$ cat config.mk
export PLATFORM = sky130hd
export DESIGN_NAME = mips_cpu_test_controller
export DESIGN_NICKNAME = d
export VERILOG_FILES = /design/src/rtl/mips_tb_pkg.sv /design/src/rtl/clk_enable_stall_gen.sv /design/src/rtl/mips_cpu_test_controller.sv
export SDC_FILE = /design/constraint.sdc
export NUM_CORES = 1
export LEC_CHECK = 0
export CAP_MARGIN = 40
export CELL_PAD_IN_SITES_DETAIL_PLACEMENT = 0
export CELL_PAD_IN_SITES_GLOBAL_PLACEMENT = 1
export CORE_MARGIN = 5
export CORE_UTILIZATION = 31
export DETAILED_ROUTE_END_ITERATION = 16
export PLACE_DENSITY = 0.86
export SYNTH_ARGS = -nofsm -noshare
export SYNTH_HDL_FRONTEND = slang
export SYNTH_SLANG_ARGS = --single-unit
$ cat constraint.sdc
create_clock -name clk -period 2.05 [get_ports clk]
set_input_delay 0.615 -clock clk [delete_from_list [all_inputs] [get_ports clk]]
set_output_delay 0.615 -clock clk [all_outputs]
set_load 0.005 [all_outputs]
$ cat src/rtl/mips_tb_pkg.sv
// Shared state encoding and fail codes for the CPU test controller.
package mips_tb_pkg;

    typedef enum logic [2:0] {
        RESET_HOLD  = 3'd0,
        WAIT_ACTIVE = 3'd1,
        RUN         = 3'd2,
        CHECK       = 3'd3,
        DONE        = 3'd4
    } state_t;

    localparam logic [2:0] FAIL_NONE     = 3'd0;
    localparam logic [2:0] FAIL_NO_START = 3'd1;
    localparam logic [2:0] FAIL_TIMEOUT  = 3'd2;
    localparam logic [2:0] FAIL_V0       = 3'd3;
    localparam logic [2:0] FAIL_MISALIGN = 3'd4;

endpackage

$ cat src/rtl/clk_enable_stall_gen.sv
// Periodic clock-enable stall generator: a wrap counter 0..STALL_PERIOD-1
// whose last value stalls the CPU for one cycle. STALL_PERIOD=0 disables it.
module clk_enable_stall_gen #(
    parameter int STALL_PERIOD = 0
) (
    input  logic clk,
    input  logic reset,
    input  logic advance,
    input  logic restart,
    output logic enable_out
);

    localparam int            CW   = (STALL_PERIOD < 2) ? 1 : $clog2(STALL_PERIOD);
    localparam logic [CW-1:0] LAST = CW'((STALL_PERIOD < 2) ? 0 : STALL_PERIOD - 1);

    generate
        if (STALL_PERIOD == 1 || STALL_PERIOD < 0) begin : g_bad_period
            $error("clk_enable_stall_gen: STALL_PERIOD must be 0 or at least 2");
        end
    endgenerate

    logic [CW-1:0] cnt_q, cnt_d;

    // Next counter value; restart takes priority over advance.
    always_comb begin
        cnt_d = cnt_q;
        if (restart) begin
            cnt_d = '0;
        end else if (advance) begin
            cnt_d = (cnt_q == LAST) ? '0 : cnt_q + 1'b1;
        end
    end

    // Wrap counter register.
    always_ff @(posedge clk) begin
        if (reset) begin
            cnt_q <= '0;
        end else begin
            cnt_q <= cnt_d;
        end
    end

    // Enable for the cycle following this edge, so the parent can register it
    // alongside its own next state without adding a cycle of lag.
    assign enable_out = (STALL_PERIOD < 2) ? 1'b1 : (cnt_d != LAST);

endmodule

$ cat src/rtl/mips_cpu_test_controller.sv
// Sequencing and checking controller for CPU test benches: holds the CPU in
// reset, waits for it to start, watches for finish/timeout/misalignment,
// checks v0 and reports a sticky verdict. All outputs are flops.
module mips_cpu_test_controller
    import mips_tb_pkg::*;
#(
    parameter int RESET_CYCLES   = 2,
    parameter int START_CYCLES   = 4,
    parameter int TIMEOUT_CYCLES = 10000,
    parameter int STALL_PERIOD   = 0
) (
    input  logic        clk,
    input  logic        reset,
    input  logic        cpu_active,
    input  logic [31:0] instr_address,
    input  logic [31:0] register_v0,
    input  logic [31:0] expected_v0,
    input  logic        check_v0_en,
    output logic        cpu_reset,
    output logic        cpu_clk_enable,
    output logic        done,
    output logic        pass,
    output logic [2:0]  fail_code,
    output logic [31:0] cycle_count,
    output logic [31:0] final_v0
);

    generate
        if (RESET_CYCLES < 1 || START_CYCLES < 1 || TIMEOUT_CYCLES < 1) begin : g_bad_cycles
            $error("mips_cpu_test_controller: cycle parameters must be at least 1");
        end
    endgenerate

    state_t      state_q, state_d;
    logic [31:0] timer_q, timer_d;
    logic        cpu_reset_q, cpu_reset_d;
    logic        cpu_clk_enable_q, cpu_clk_enable_d;
    logic        done_q, done_d;
    logic        pass_q, pass_d;
    logic [2:0]  fail_code_q, fail_code_d;
    logic [31:0] cycle_count_q, cycle_count_d;
    logic [31:0] final_v0_q, final_v0_d;

    logic        stall_advance, stall_restart, stall_enable;

    // Only the word-alignment bits of the address matter here.
    logic        unused_addr_bits;
    assign unused_addr_bits = ^instr_address[31:2];

    // Next-state and next-output logic for the test sequence.
    always_comb begin
        state_d       = state_q;
        timer_d       = timer_q;
        cpu_reset_d   = 1'b0;
        done_d        = done_q;
        pass_d        = pass_q;
        fail_code_d   = fail_code_q;
        cycle_count_d = cycle_count_q;
        final_v0_d    = final_v0_q;

        case (state_q)
            RESET_HOLD: begin
                cpu_reset_d = 1'b1;
                if (timer_q == 32'(RESET_CYCLES - 1)) begin
                    state_d     = WAIT_ACTIVE;
                    timer_d     = '0;
                    cpu_reset_d = 1'b0;
                end else begin
                    timer_d = timer_q + 32'd1;
                end
            end
            WAIT_ACTIVE: begin
                if (cpu_active) begin
                    state_d = RUN;
                end else if (timer_q == 32'(START_CYCLES - 1)) begin
                    state_d     = DONE;
                    done_d      = 1'b1;
                    pass_d      = 1'b0;
                    fail_code_d = FAIL_NO_START;
                end else begin
                    timer_d = timer_q + 32'd1;
                end
            end
            RUN: begin
                // Finish beats misalignment beats timeout in the same cycle.
                if (!cpu_active) begin
                    state_d    = CHECK;
                    final_v0_d = register_v0;
                end else if (instr_address[1:0] != 2'b00) begin
                    state_d     = DONE;
                    done_d      = 1'b1;
                    pass_d      = 1'b0;
                    fail_code_d = FAIL_MISALIGN;
                end else if (cycle_count_q == 32'(TIMEOUT_CYCLES - 1)) begin
                    state_d     = DONE;
                    done_d      = 1'b1;
                    pass_d      = 1'b0;
                    fail_code_d = FAIL_TIMEOUT;
                end else if (cycle_count_q != 32'hFFFF_FFFF) begin
                    cycle_count_d = cycle_count_q + 32'd1;
                end
            end
            CHECK: begin
                state_d = DONE;
                done_d  = 1'b1;
                if (check_v0_en && (final_v0_q != expected_v0)) begin
                    pass_d      = 1'b0;
                    fail_code_d = FAIL_V0;
                end else begin
                    pass_d      = 1'b1;
                    fail_code_d = FAIL_NONE;
                end
            end
            DONE: begin
                state_d = DONE;
            end
            default: begin
                state_d = RESET_HOLD;
            end
        endcase
    end

    // Stall counter restarts on WAIT_ACTIVE entry and runs in WAIT_ACTIVE/RUN.
    assign stall_restart = (state_q == RESET_HOLD) && (state_d == WAIT_ACTIVE);
    assign stall_advance = (state_q == WAIT_ACTIVE) || (state_q == RUN);

    clk_enable_stall_gen #(
        .STALL_PERIOD (STALL_PERIOD)
    ) u_stall_gen (
        .clk        (clk),
        .reset      (reset),
        .advance    (stall_advance),
        .restart    (stall_restart),
        .enable_out (stall_enable)
    );

    // Clock enable for the next cycle: frozen in DONE, stalled only while the
    // CPU is starting or running.
    always_comb begin
        case (state_d)
            DONE:             cpu_clk_enable_d = 1'b0;
            WAIT_ACTIVE, RUN: cpu_clk_enable_d = stall_enable;
            default:          cpu_clk_enable_d = 1'b1;
        endcase
    end

    // State and registered outputs.
    always_ff @(posedge clk) begin
        if (reset) begin
            state_q          <= RESET_HOLD;
            timer_q          <= '0;
            cpu_reset_q      <= 1'b1;
            cpu_clk_enable_q <= 1'b1;
            done_q           <= 1'b0;
            pass_q           <= 1'b0;
            fail_code_q      <= FAIL_NONE;
            cycle_count_q    <= '0;
            final_v0_q       <= '0;
        end else begin
            state_q          <= state_d;
            timer_q          <= timer_d;
            cpu_reset_q      <= cpu_reset_d;
            cpu_clk_enable_q <= cpu_clk_enable_d;
            done_q           <= done_d;
            pass_q           <= pass_d;
            fail_code_q      <= fail_code_d;
            cycle_count_q    <= cycle_count_d;
            final_v0_q       <= final_v0_d;
        end
    end

    assign cpu_reset      = cpu_reset_q;
    assign cpu_clk_enable = cpu_clk_enable_q;
    assign done           = done_q;
    assign pass           = pass_q;
    assign fail_code      = fail_code_q;
    assign cycle_count    = cycle_count_q;
    assign final_v0       = final_v0_q;

endmodule

==> impl_results.md <==
- Status: finished, violations left
- Failing checks: negative setup slack
- Final Slew Violations: 0
- Hold Crit Class: reg -> reg
- Worst-path clk slew: 0.07 ns
- WP buf/inv: 2
- Row count: 50
- Total gr overflow: 0
- Total Routing Usage GR: about 17%
- Post-Place Worst Slack: -0.547 ns
- Cells after Synth: 700
- Syn Nets: ~800
- CP top delay family: simple AND/OR/NAND/NOR gates
- Power per cell area: 661 nW/um2
- Post-layout min period: 2.06 ns
- Critical path cell sequence: ha_4 > and3_4 > and4_4 > buf_6 > a21o_4 > buf_12 > or4_4 > a21oi_2
- Ys Warns: 0
- Core Util, Final: a little under half
- Crit path capture type: flip-flop
- Antenna Nets Post-Route: 0
- First-pass GRT wire length: 29.9 mm
- EDFF count, synth: 0
- Final WS setup: -0.00513 ns
- CP max-delay cell: or4_4
- Area of the multi-input gates: 3600 um2
- FF+latch area: 2140 um2
- Final nets: roughly 1000
- WP data required: 2.34 ns
- Initial DRC Count: 311
- Final Setup Violations: 2
- Critical path arrival: 2.35 ns
- Post-synthesis async set-or-reset flop share: 0%
- Clock skew: 0.00504 ns
- Max Cap Violations: 0
- Drt drc: 0
- VDD IR max: 0.000499 V
- Vias: ~6200
- Hold buffer count at CTS: 0
- WL/cell: 16.5 um
- Vias per Instance: ~5.4
- Slew margin rel.: 73.7%
- Mapped Area: 5800 um2
- CTS tree: yes
- Initial antenna violation count: 0
- Clock latency on the worst-skew pair: 0.36 ns
- Placer Congestion: 0.877
- Die Width: 147 um
- CTS root buffer: clkbuf_16
- Die ar.: 21500 um2
- Ports: approximately 170
- PortBufs: 140
- Ys flop type: dfxtp_1
- Die H: 147 um
- TritonRoute pass-1 iters: 6
- Synth-to-layout area growth: 50.1%
- Post-synthesis sequential area ratio: 36.6%
- Initial Util: around 31%
- Layout cells sized above 1: 22.9%
- Largest net degree at the start of global routing: 39
- Final Routed Wirelength: around 19 mm
- Count of state elements after synthesis: approximately 110
- F_max: around 490 MHz
- Clk buf depth: 2
- Largest stage delay on the critical path: 0.50 ns
- CTS buffer count: 9
- Worst Path Max Fanout: 8
- Leak: between 3 and 4 nW
- Kind of critical path: reg -> reg
- Vias in the first global route: 5829
- RSZ-0062 raised after global routing: yes
- Total core area: 18600 um2
- Worst-Margin Slew: 0.390 ns
- Post-synthesis area per instance: 8.28 um2
- H-Tree Depth: 3
- Final Hold Vio Count: 0
- Post-DP HPWL: 13.6 mm
- Diode count: 0
- Crit start category: flip-flop
- Final worst path period share: 100%
- Clock sink count: 106
- Fill cells: 1811
- Yosys cell types: 68
area by class of cell:
class	instances	share of cell area (%)
Multi-Input combinational cell	534	41.4
Timing Repair Buffer	246	26.6
Sequential cell	106	24.6
Tap cell	234	3.36
Clock buffer	9	2.59
Clock inverter	7	0.790
Inverter	15	0.647
state kept, by name (all words and copies together) (netlist names):
signal          cells
timer_q            32
fail_code           3
state_q             3
cycle_count        32
done                1
pass                1
cpu_reset           1
cpu_clk_enable      1
final_v0           32
per-layer routing:
| layer | vias up | global-route usage [%] | share of wire (%) |
|---|---|---|---|
| met5 | - | 0 | 0 |
| met4 | 0 | 2.92 | 1.3 |
| met3 | 22 | 4.19 | 6.0 |
| met2 | 201 | 27.2 | 47 |
| met1 | 2922 | 22.4 | 46 |
| li1 | 3043 | - | - |
synth_stat cells (all sizes together), types with 15 or more instances:
cell type / count / area (um2)
and4: 15 / 135
dfxtp: 106 / 2120
o31ai: 15 / 113
nand4: 28 / 194
nor2: 35 / 131
nand2: 101 / 379
inv: 15 / 56.3
clkbuf: 29 / 143
a21oi: 76 / 380
nand3: 28 / 153
or4: 15 / 113
xor2: 37 / 324
buf: 16 / 108
o21ai: 18 / 90.1
nor4: 26 / 205
final timing paths:
path,endpoint,depth (start not counted),slack [ns],from
setup / recovery,cycle_count[7],8,-0.005,cycle_count[1]
hold / removal,pass,2,0.48,pass
setup reg to reg,cycle_count[7],8,-0.005,cycle_count[1]
hold reg to reg,pass,2,0.48,pass
metrics by stage:
stage               area, um2  std cells  setup TNS [ns]  total power [W]  hold WS [ns]
detailed placement       8070       1129          -30.15          0.00398         0.473
finish                   8710       1151        -0.00942          0.00575         0.477
global placement         8070       1129          -28.18          0.00396         0.465
global route             8710       1151          -0.712          0.00608         0.502
CTS                      8420       1148         -0.0619          0.00576         0.482
floorplan                5820        700        -0.00896          0.00314         0.443
worst reg2reg max path: cells and delay by family (launching register included):
| kind | cells | cell delay (ns) |
|---|---|---|
| flip-flops | 1 | 0.34 |
| AND/OR/NAND/NOR | 3 | 0.87 |
| buffers and inverters | 2 | 0.26 |
| AO/OA/AOI/OAI | 2 | 0.37 |
| adder cells (fa/ha/maj) | 1 | 0.16 |
cells by family after synthesis:
logic type,synth area share [%]
and+or+nand+nor,30.4
buffers and inverters,5.29
xor gates and xnor gates,5.89
adders and majority gates,0.647
muxes,2.01
AOI/OAI and AO/OA,19.1
DFF,36.6
what timing repair did:
item                                    CTS  global route
pin swaps                                10            20
setup buffers                             3             1
gates resized for setup                  15            60
hold endpoints to repair                  0             0
endpoints found under the setup margin   52            65
cloned                                    0             2
where the power goes:
part | total, W | internal (W) | switching (W)
sequential | 0.00224 | 0.00216 | 0.0000857
combinational | 0.00175 | 0.000840 | 0.000908
clock | 0.00176 | 0.000946 | 0.000817
total | 0.00575 | 0.00394 | 0.00181
placed cells by master, fill, tap and decap left out, drive strengths merged, types with 10 or more instances in the layout:
cell,instances
nand2,101
nand3,28
nand2b,10
nor4,26
o21ai,18
nand4,28
o31ai,15
a21oi,76
dfxtp,106
or3,12
clkdlybuf4s50,130
nor2,35
and4,15
inv,16
clkbuf,11
xor2,37
or4,15
buf,105
and3,10
Power figures use the tool's default switching activity.
